$ cat config.mk
export PLATFORM = sky130hd
export DESIGN_NAME = fp_rnd_pipe_flat
export DESIGN_NICKNAME = d
export VERILOG_FILES = /design/src/rtl/fp_rnd_pipe_if.sv /design/src/rtl/fp_rnd_pipe.sv /design/src/flat_wrapper.sv
export SDC_FILE = /design/constraint.sdc
export NUM_CORES = 1
export LEC_CHECK = 0
export BUFFER_PORTS_ARGS = -buffer_cell sky130_fd_sc_hd__buf_4
export CAP_MARGIN = 5
export CORE_UTILIZATION = 53
export DETAILED_ROUTE_END_ITERATION = 8
export HOLD_SLACK_MARGIN = 0.15
export PLACE_DENSITY = 0.89
export SKIP_CTS_REPAIR_TIMING = 1
export SLEW_MARGIN = 10
export SYNTH_ARGS = -nofsm -noshare
export SYNTH_HDL_FRONTEND = slang
export SYNTH_SLANG_ARGS = --single-unit
$ cat constraint.sdc
create_clock -name clock -period 4.5 [get_ports clock]
set_input_delay 0.45 -clock clock [delete_from_list [all_inputs] [get_ports clock]]
set_output_delay 0.45 -clock clock [all_outputs]
set_load 0.01 [all_outputs]
$ cat src/rtl/fp_rnd_pipe_if.sv
// Handshake bundle for the rounding/packing pipe: unrounded payload in,
// packed binary32 result plus {NV,DZ,OF,UF,NX} flags out.
interface fp_rnd_pipe_if;

  typedef struct packed {
    logic        sig;
    logic [10:0] expo;
    logic [24:0] mant;
    logic [1:0]  rema;
    logic [1:0]  fmt;
    logic [2:0]  rm;
    logic [2:0]  grs;
    logic        snan;
    logic        qnan;
    logic        dbz;
    logic        inf;
    logic        zero;
    logic        diff;
  } fp_rnd_in_type;

  typedef struct packed {
    logic [31:0] result;
    logic [4:0]  flags;
  } fp_rnd_out_type;

  logic           in_valid;
  logic           in_ready;
  fp_rnd_in_type  fp_rnd_i;
  logic           out_valid;
  logic           out_ready;
  fp_rnd_out_type fp_rnd_o;

  modport master (
    output in_valid, fp_rnd_i, out_ready,
    input  in_ready, out_valid, fp_rnd_o
  );

  modport slave (
    input  in_valid, fp_rnd_i, out_ready,
    output in_ready, out_valid, fp_rnd_o
  );

endinterface

$ cat src/rtl/fp_rnd_pipe.sv
// Two-stage single-precision rounder/packer.
// S1 decodes specials and decides the round increment; S2 applies the
// increment, renormalises, detects overflow and packs the result.
module fp_rnd_pipe (
  input  logic          clock,
  input  logic          reset,
  fp_rnd_pipe_if.slave  bus
);

  typedef enum logic [2:0] {
    KIND_FIN,
    KIND_SNAN,
    KIND_QNAN,
    KIND_DBZ,
    KIND_INF,
    KIND_ZERO
  } kind_t;

  localparam logic [2:0] RM_RNE = 3'd0;
  localparam logic [2:0] RM_RTZ = 3'd1;
  localparam logic [2:0] RM_RDN = 3'd2;
  localparam logic [2:0] RM_RUP = 3'd3;
  localparam logic [2:0] RM_RMM = 3'd4;

  // handshake
  logic s1_valid;
  logic out_valid_q;
  logic s1_adv;
  logic s2_adv;

  // stage 1 decode (combinational from the input payload)
  kind_t d_kind;
  logic  d_inc;
  logic  d_nx;
  logic  d_to_max;
  logic  d_zero_sign;

  // stage 1 payload registers (not reset)
  kind_t       s1_kind;
  logic        s1_sig;
  logic [10:0] s1_expo;
  logic [23:0] s1_mant;
  logic        s1_inc;
  logic        s1_nx;
  logic        s1_to_max;
  logic        s1_zero_sign;

  // stage 2 datapath
  logic [24:0] m_sum;
  logic [23:0] m_norm;
  logic [11:0] e_rnd;
  logic        ovf;
  logic        nx_fin;
  logic        uf_fin;
  logic [31:0] s2_result;
  logic [4:0]  s2_flags;

  // output registers
  logic [31:0] result_q;
  logic [4:0]  flags_q;

  // rema, fmt and the guard-carry bit mant[24] carry no information here
  logic unused_fields;
  assign unused_fields = ^{bus.fp_rnd_i.rema, bus.fp_rnd_i.fmt, bus.fp_rnd_i.mant[24]};

  assign s2_adv       = ~out_valid_q | bus.out_ready;
  assign s1_adv       = ~s1_valid | s2_adv;
  assign bus.in_ready = s1_adv;
  assign bus.out_valid = out_valid_q;
  assign bus.fp_rnd_o  = {result_q, flags_q};

  // S1 decode: special-case priority, round increment and sticky inexact
  always_comb begin
    logic g_bit, r_bit, s_bit, l_bit, sig;
    logic [2:0] rm;
    g_bit = bus.fp_rnd_i.grs[2];
    r_bit = bus.fp_rnd_i.grs[1];
    s_bit = bus.fp_rnd_i.grs[0];
    l_bit = bus.fp_rnd_i.mant[0];
    sig   = bus.fp_rnd_i.sig;
    rm    = bus.fp_rnd_i.rm;

    d_kind = KIND_FIN;
    if (bus.fp_rnd_i.snan)      d_kind = KIND_SNAN;
    else if (bus.fp_rnd_i.qnan) d_kind = KIND_QNAN;
    else if (bus.fp_rnd_i.dbz)  d_kind = KIND_DBZ;
    else if (bus.fp_rnd_i.inf)  d_kind = KIND_INF;
    else if (bus.fp_rnd_i.zero) d_kind = KIND_ZERO;

    // unsupported encodings 5-7 fall back to round-to-nearest-even
    case (rm)
      RM_RTZ:  d_inc = 1'b0;
      RM_RDN:  d_inc = sig & (g_bit | r_bit | s_bit);
      RM_RUP:  d_inc = ~sig & (g_bit | r_bit | s_bit);
      RM_RMM:  d_inc = g_bit;
      default: d_inc = g_bit & (r_bit | s_bit | l_bit);
    endcase

    d_nx = g_bit | r_bit | s_bit;

    // modes that round toward zero for this sign saturate at max finite
    d_to_max = (rm == RM_RTZ) | ((rm == RM_RDN) & ~sig) | ((rm == RM_RUP) & sig);

    // exact-zero difference takes -0 only when rounding down
    d_zero_sign = bus.fp_rnd_i.diff ? (rm == RM_RDN) : sig;
  end

  // S1 payload capture on input transfer; data path carries no reset
  always_ff @(posedge clock) begin
    if (s1_adv && bus.in_valid) begin
      s1_kind      <= d_kind;
      s1_sig       <= bus.fp_rnd_i.sig;
      s1_expo      <= bus.fp_rnd_i.expo;
      s1_mant      <= bus.fp_rnd_i.mant[23:0];
      s1_inc       <= d_inc;
      s1_nx        <= d_nx;
      s1_to_max    <= d_to_max;
      s1_zero_sign <= d_zero_sign;
    end
  end

  // S2 datapath: increment, renormalise, overflow/underflow and pack
  always_comb begin
    m_sum  = {1'b0, s1_mant} + {24'd0, s1_inc};
    m_norm = m_sum[23:0];
    e_rnd  = {1'b0, s1_expo};
    if (m_sum[24]) begin
      m_norm = m_sum[24:1];
      e_rnd  = {1'b0, s1_expo} + 12'd1;
    end else if ((s1_expo == 11'd0) && m_sum[23]) begin
      e_rnd = 12'd1;
    end

    ovf    = (e_rnd >= 12'd255);
    nx_fin = s1_nx | ovf;
    uf_fin = nx_fin & (e_rnd == 12'd0);

    s2_result = {s1_sig, e_rnd[7:0], m_norm[22:0]};
    s2_flags  = {3'b000, uf_fin, nx_fin};
    case (s1_kind)
      KIND_SNAN: begin
        s2_result = 32'h7FC0_0000;
        s2_flags  = 5'b10000;
      end
      KIND_QNAN: begin
        s2_result = 32'h7FC0_0000;
        s2_flags  = 5'b00000;
      end
      KIND_DBZ: begin
        s2_result = {s1_sig, 8'hFF, 23'd0};
        s2_flags  = 5'b01000;
      end
      KIND_INF: begin
        s2_result = {s1_sig, 8'hFF, 23'd0};
        s2_flags  = 5'b00000;
      end
      KIND_ZERO: begin
        s2_result = {s1_zero_sign, 31'd0};
        s2_flags  = 5'b00000;
      end
      default: begin
        if (ovf) begin
          s2_result = s1_to_max ? {s1_sig, 31'h7F7F_FFFF} : {s1_sig, 31'h7F80_0000};
          s2_flags  = 5'b00101;
        end
      end
    endcase
  end

  // valid bits and output registers; reset discards everything in flight
  always_ff @(posedge clock) begin
    if (reset) begin
      s1_valid    <= 1'b0;
      out_valid_q <= 1'b0;
      result_q    <= 32'd0;
      flags_q     <= 5'd0;
    end else begin
      if (s1_adv) begin
        s1_valid <= bus.in_valid;
      end
      if (s2_adv) begin
        out_valid_q <= s1_valid;
        if (s1_valid) begin
          result_q <= s2_result;
          flags_q  <= s2_flags;
        end
      end
    end
  end

endmodule

$ cat src/flat_wrapper.sv
// flat-port wrapper written by rule: the top's interface ports become plain ports
module fp_rnd_pipe_flat 
  (clock, reset, bus_in_valid, bus_fp_rnd_i, bus_out_ready, bus_in_ready, bus_out_valid, bus_fp_rnd_o);
  fp_rnd_pipe_if bus_i ();
  input  logic clock;
  input  logic reset;
  input wire logic [$bits(bus_i.in_valid)-1:0] bus_in_valid;
  input wire logic [$bits(bus_i.fp_rnd_i)-1:0] bus_fp_rnd_i;
  input wire logic [$bits(bus_i.out_ready)-1:0] bus_out_ready;
  output wire logic [$bits(bus_i.in_ready)-1:0] bus_in_ready;
  output wire logic [$bits(bus_i.out_valid)-1:0] bus_out_valid;
  output wire logic [$bits(bus_i.fp_rnd_o)-1:0] bus_fp_rnd_o;
  assign bus_i.in_valid = bus_in_valid;
  assign bus_i.fp_rnd_i = bus_fp_rnd_i;
  assign bus_i.out_ready = bus_out_ready;
  assign bus_in_ready = bus_i.in_ready;
  assign bus_out_valid = bus_i.out_valid;
  assign bus_fp_rnd_o = bus_i.fp_rnd_o;
  fp_rnd_pipe u_core (.clock(clock), .reset(reset), .bus(bus_i));
endmodule
==> results of run 1 <==
-- flip-flops by register name (all words and copies together) (netlist names), 3 cells and up --
signal and flops:
u_core.s1_expo 11, u_core.s1_kind 3, u_core.flags_q 5, u_core.s1_mant 24, u_core.result_q 32
-- path summary, 6_finish.rpt --
kind | startpoint | to | slack (ps) | cells past startpoint
max | u_core.s1_inc | u_core.result_q[3] | 680 | 10
min | bus_fp_rnd_i[22] | u_core.s1_mant[6] | 260 | 1
max reg2reg | u_core.s1_inc | u_core.result_q[3] | 680 | 10
min reg2reg | u_core.flags_q[4] | u_core.flags_q[4] | 460 | 2
-- power groups by stage --
stage	Clock, uW	Sequential [uW]	Combinational, uW
2_1_floorplan	0	876	93.5
3_3_place_gp	0	879	171
3_5_place_dp	0	882	177
4_1_cts	582	865	178
5_1_grt	616	870	194
6_report	579	865	179
-- cell type report --
class / count / area [um^2]
Fill cell: 556 / 2302
Tap cell: 99 / 123.9
Multi-Input combinational cell: 264 / 1784
Clock buffer: 11 / 131.4
Inverter: 6 / 22.52
Sequential cell: 82 / 2072
Timing Repair Buffer: 93 / 698.2
Clock inverter: 5 / 80.08
-- routing by layer --
| layer | share of wire | up-vias | GRT usage |
|---|---|---|---|
| met3 | 0.065 | 13 | 0.07163 |
| met1 | 0.41 | 1577 | 0.3143 |
| met4 | 0.015 | 0 | 0.08798 |
| met5 | 0 | - | 0 |
| li1 | - | 1572 | - |
| met2 | 0.51 | 121 | 0.4203 |
-- synthesized netlist by cell type, types with 7 or more instances --
| master | number |
|---|---|
| dfxtp_1 | 39 |
| xor2_1 | 8 |
| nand2_1 | 31 |
| edfxtp_1 | 43 |
| a21oi_1 | 16 |
| nor2_1 | 35 |
| clkbuf_1 | 12 |
| nand3_1 | 19 |
| xnor2_1 | 17 |
| a221o_1 | 11 |
| nor3_1 | 13 |
| and2_1 | 7 |
-- worst max-delay path, stage by stage (launching register included) --
cell and delay (ps):
edfxtp_1 350, ha_1 200, ha_1 210, and2_1 240
nand2_1 230, nor4_4 610, nand4b_1 160, a2111o_1 510
o31a_4 350, nor2_1 670, a221o_1 220
-- kinds of logic after synthesis --
logic type	share of synthesized area
and+or+nand+nor	0.1944
AOI/OAI and AO/OA	0.1747
DFF	0.5260
xor gates and xnor gates	0.05559
buffers and inverters	0.02255
adders and majority gates	0.01588
muxes	0.01080
-- stage by stage --
stage / setup WS [ps] / total power (uW)
floorplan: 1337 / 969.2
global placement: 800.1 / 1050
detailed placement: 666.0 / 1059
CTS: 646.9 / 1625
global route: 431.3 / 1680
finish: 676.5 / 1623
==> run_results.csv, run 1 <==
group,metric,value,unit
power_and_ir_drop,pwr-share-seq,0.533,
worst_hold_path,hold_path_class,"in -> reg",
power_and_ir_drop,ir_drop,0.2532,mV
sta,worst_pin_slew,992.2,ps
place,globalplace.congestion,0.9098,
sta,relSlewSlack,0.3386,
critical_path,start_kind,"flop",
critical_path,critPathKind,"reg -> reg",
cells_and_area,syn_to_final_growth,24.71,%
place,hpwlAfterDp,6774,um
grt,grt_max_degree,44,
die,row_count,31,
cells_and_area,stdcell_count,560,
die,core-area,7214,um^2
cells_and_area,fin_util,0.6809,
critical_path,arrival,4120,ps
route,drc_errors,0,
cts,clock_sinks,82,
yosys,netlist.area_leader.share,0.3278,
yosys,yosys.area.top_type,"edfxtp_1",
yosys,synth_area_leaders,"edfxtp_1, dfxtp_1, xnor2_1, nor2_1, nand2_1",
power_and_ir_drop,p_int,1232,uW
sta,slew_violations,0,
cells_and_area,final_cell_mix,"buf_4, edfxtp_1, dfxtp_1",
die,die_x,88.21,um
route,vias,3283,
cts,clk_path_buf_depth,2,
grt,antenna_found_initial,0,
yosys,synthFlopType,"edfxtp_1",
route,dr.pass1.iters,5,
sta,fin_skew,10.57,ps
sta,rsz0062_at_grt,"false",
critical_path,cp_max_fo,12,
cells_and_area,mostFrequentLayoutCell,"buf_4",
sta,hold_violations,0,
sta,setup_tns,0,ps
power_and_ir_drop,power.switching,391.0,uW
die,start_util,0.5460,
die,die-area,7780,um^2
cts,insertion_delay,360,ps
grt,grt_usage,0.2522,
die,fp.dieH,88.21,um
status,status,"completed",
power_and_ir_drop,share_comb_of_total_power,0.110,
grt,grt_pass1_vias,3018,
cells_and_area,fin_area,4912,um^2
route,drt_iter0_drc,244,
cells_and_area,n_antenna_cell,0,
yosys,synth_warnings,0,
place,dp_cells,544,
yosys,synth_edf_count,43,
cells_and_area,drive_gt1_frac,0.2733,
power_and_ir_drop,p_clk_frac,0.357,
sta,fmax,261.5,MHz
die,ioPinCount,96,
grt,overflow,0,
sta,whs,259.1,ps
yosys,synth_cell_type_count,60,
yosys,synth_area,3939,um^2
route,viasPerCell,5.863,
route,antenna_left,0,
yosys,synth_nets,429,
route,wire_per_inst,16.59,um
yosys,async_reset_ff_frac,0,
yosys,synth_cells,367,
cts,cts_tree,"done",
job,max_cap_viol_count,0,
critical_path,end_kind,"flop",
sta,period_needed,3824,ps
power_and_ir_drop,power_density,330.3,nW/um^2
cts,clk_pin_slew,80,ps
yosys,avgSynthCellArea,10.73,um^2
yosys,synth-seq-cells,82,
sta,setup_viol,0,
cts,h-tree-depth,3,
grt,grt_pass1_wl,14620,um
power_and_ir_drop,switching_share,0.2410,
cts,cts_buffers,9,
place,place_area,4696,um^2
place,io_buffers,90,
route,wl,9290,um
cells_and_area,nets,518,
critical_path,required,4800,ps
power_and_ir_drop,p_leak,0.001903,uW
cts,cts-root-buf,"clkbuf_8",
yosys,yosysSeqAreaShare,0.5260,
sta,finalCritPeriodShare,0.8497,
Power figures use the tool's default switching activity.
==> run 2, diff against run 1 <==
ABC_AREA = 1   (was not set)
CORE_UTILIZATION = 55   (was 53)
PLACE_DENSITY = 0.9   (was 0.89)
clock period = 3.8 ns   (was 4.5 ns; I/O delays follow)
==> run_results.csv, run 2 <==
group,metric,value,unit
status,status,"completed",
grt,grt_use_met3,0.03859,
yosys,synthFlopType,"edfxtp_1",
route,viasPerCell,5.530,
cts,clk_pin_slew,90,ps
yosys,yosysSeqAreaShare,0.4582,
cells_and_area,largest_register_ff_count,32,
cells_and_area,n_antenna_cell,0,
sta,fmax,326.4,MHz
grt,grt_pass1_wl,17780,um
cells_and_area,top_register,"u_core.result_q",
worst_hold_path,hold_path_depth,1,
worst_hold_path,hold_start,"bus_fp_rnd_i[50]",
critical_path,end_kind,"flop",
worst_hold_path,hold_path_class,"in -> reg",
critical_path,regToRegSetupSlack,740,ps
yosys,synth_area,4522,um^2
power_and_ir_drop,switching_share,0.2617,
cts,cts_tree,"done",
cts,cts-root-buf,"clkbuf_8",
cts,cts_buffers,9,
grt,grt_usage,0.2606,
yosys,netlist.area_leader.share,0.2856,
cells_and_area,regArea,2072,um^2
route,antenna_left,0,
cts,insertion_delay,360,ps
sta,hold_violations,0,
route,vias,3932,
cells_and_area,drive_gt1_frac,0.2824,
critical_path,arrival,3360,ps
critical_path,cp_max_fo,25,
die,core-area,7848,um^2
critical_path,r2r-start,"u_core.s1_inc",
place,globalplace.congestion,0.8839,
route,drc_errors,0,
worst_hold_path,whs_endpoint,"u_core.s1_expo[9]",
cells_and_area,mostFrequentLayoutCell,"nand2_1",
die,die_x,92.67,um
critical_path,slowest_stage,"nor2_8",
grt,grt_pass1_vias,3865,
die,die-area,8588,um^2
yosys,async_reset_ff_frac,0,
yosys,synth_area_leaders,"edfxtp_1, dfxtp_1, nand2_1, nand3_1, nand3_2",
cts,h-tree-depth,3,
die,start_util,0.5762,
cells_and_area,fin_util,0.6926,
place,io_buffers,90,
sta,relSlewSlack,0.6156,
die,fp.dieH,92.67,um
sta,finalCritPeriodShare,0.8062,
grt,gr-usage-met2,0.4710,
critical_path,worstPathCellList,"ha_1 -> ha_1 -> nand2_1 -> inv_2 -> nand2_1 -> nor2_2 -> nand2_4 -> inv_4 -> o211ai_2 -> nor2_8 -> nand2_4 -> nand2_8 -> nand3_2 -> a21oi_2",
die,row_count,32,
sta,worst_pin_slew,573.5,ps
yosys,synth_most_common_cell,"nand2_1",
critical_path,critPathKind,"reg -> reg",
critical_path,required,4090,ps
sta,setup_tns,0,ps
cells_and_area,fillerInstances,617,
power_and_ir_drop,share_comb_of_total_power,0.135,
yosys,synth_cell_type_count,47,
power_and_ir_drop,p_int,1494,uW
yosys,synth_cells,519,
yosys,yosys.area.top_type,"edfxtp_1",
cells_and_area,multi_input_area,2143,um^2
cells_and_area,top_regs,"u_core.result_q x32, u_core.s1_mant x24, u_core.s1_expo x11",
critical_path,ff2ff_path_depth,14,
sta,setup_viol,0,
cells_and_area,final_cell_mix,"nand2_1, buf_4, nand3_1",
power_and_ir_drop,power.switching,529.6,uW
critical_path,start_kind,"flop",
grt,grt_max_degree,44,
power_and_ir_drop,p_clk_frac,0.359,
cells_and_area,syn_to_final_growth,20.20,%
cts,clk_path_buf_depth,2,
sta,rsz0062_at_grt,"false",
yosys,synth-seq-cells,82,
sta,period_needed,3064,ps
sta,slew_violations,0,
sta,fin_skew,7.536,ps
grt,grt_use_met1,0.3143,
yosys,synth_edf_count,43,
place,hpwlAfterDp,7729,um
route,wire_per_inst,14.84,um
critical_path,rr_endpoint,"u_core.result_q[20]",
power_and_ir_drop,ir_drop,0.2185,mV
yosys,synth_common_cells,"nand2_1, nand3_1, nor2_1",
power_and_ir_drop,power_density,372.4,nW/um^2
grt,antenna_found_initial,0,
route,wl,10550,um
yosys,synth_warnings,0,
route,dr.pass1.iters,5,
grt,overflow,0,
power_and_ir_drop,pwr-share-seq,0.506,
route,drt_iter0_drc,201,
power_and_ir_drop,p_leak,0.002234,uW
yosys,synth_nets,581,
die,ioPinCount,96,
job,max_cap_viol_count,0,
yosys,avgSynthCellArea,8.713,um^2
critical_path,slowest_delay,360,ps
cts,clock_sinks,82,
grt,grt-busiest-layer,"met2",
cells_and_area,nets,666,
## run 2: cell families after synthesis
group	Yosys count	share of synthesized area
mux	1	0.002214
xor+xnor	20	0.03874
simple gates	273	0.3041
fa+ha+maj	5	0.01384
flops	82	0.4582
compound gates	79	0.1140
buf+inv	59	0.06890
## run 2: through the flow
step                power (uW)  area (um^2)  setup slack, ps  instances  hold WS (ps)
floorplan                 1207         4522             1393        519         478.9
global placement          1301         5197            863.0        695         453.2
detailed placement        1315         5197            802.3        695         459.0
CTS                       2031         5435            786.4        711         181.3
global route              2102         5435            498.4        711         184.3
finish                    2024         5435            736.3        711         190.3
## run 2: power by group through the flow
stage / Combinational [uW] / Clock (uW) / Sequential (uW)
finish: 273 / 727 / 1020
global route: 302 / 771 / 1030
CTS: 273 / 735 / 1020
detailed placement: 272 / 0 / 1040
global placement: 261 / 0 / 1040
floorplan: 166 / 0 / 1040
## run 2: how the worst max path moves through the flow
stage / slack [ps] / to / depth (start not counted) / startpoint
after floorplan: 1390 / u_core.result_q[13] / 18 / u_core.s1_inc
after global placement: 860 / u_core.result_q[23] / 15 / u_core.s1_inc
after detailed placement: 800 / u_core.result_q[23] / 15 / u_core.s1_inc
after CTS: 790 / u_core.result_q[20] / 14 / u_core.s1_inc
after global routing: 500 / u_core.result_q[23] / 17 / u_core.s1_mant[0]
final: 740 / u_core.result_q[20] / 14 / u_core.s1_inc
## run 2: cell type report
class | instances | share of cell area
multi-input cells | 378 | 0.3943
flip-flops and latches | 82 | 0.3812
repair buffers | 94 | 0.1298
clock buffers | 11 | 0.03200
inverters | 39 | 0.02739
well taps | 102 | 0.02348
clock inverters | 5 | 0.01174
## run 2: per-layer routing
metal  vias to the layer above  wire length [um]
met5                         -                 0
met4                         0               152
met3                        20               534
met2                       151              5409
met1                      1827              4453
li1                       1934                 -
## run 2: worst max-delay path: cells and delay by family, from the launching register on
family	cells	cell delay, ps
compound gates	2	290
fa+ha+maj	2	440
buf+inv	2	320
flops	1	330
simple gates	8	1590
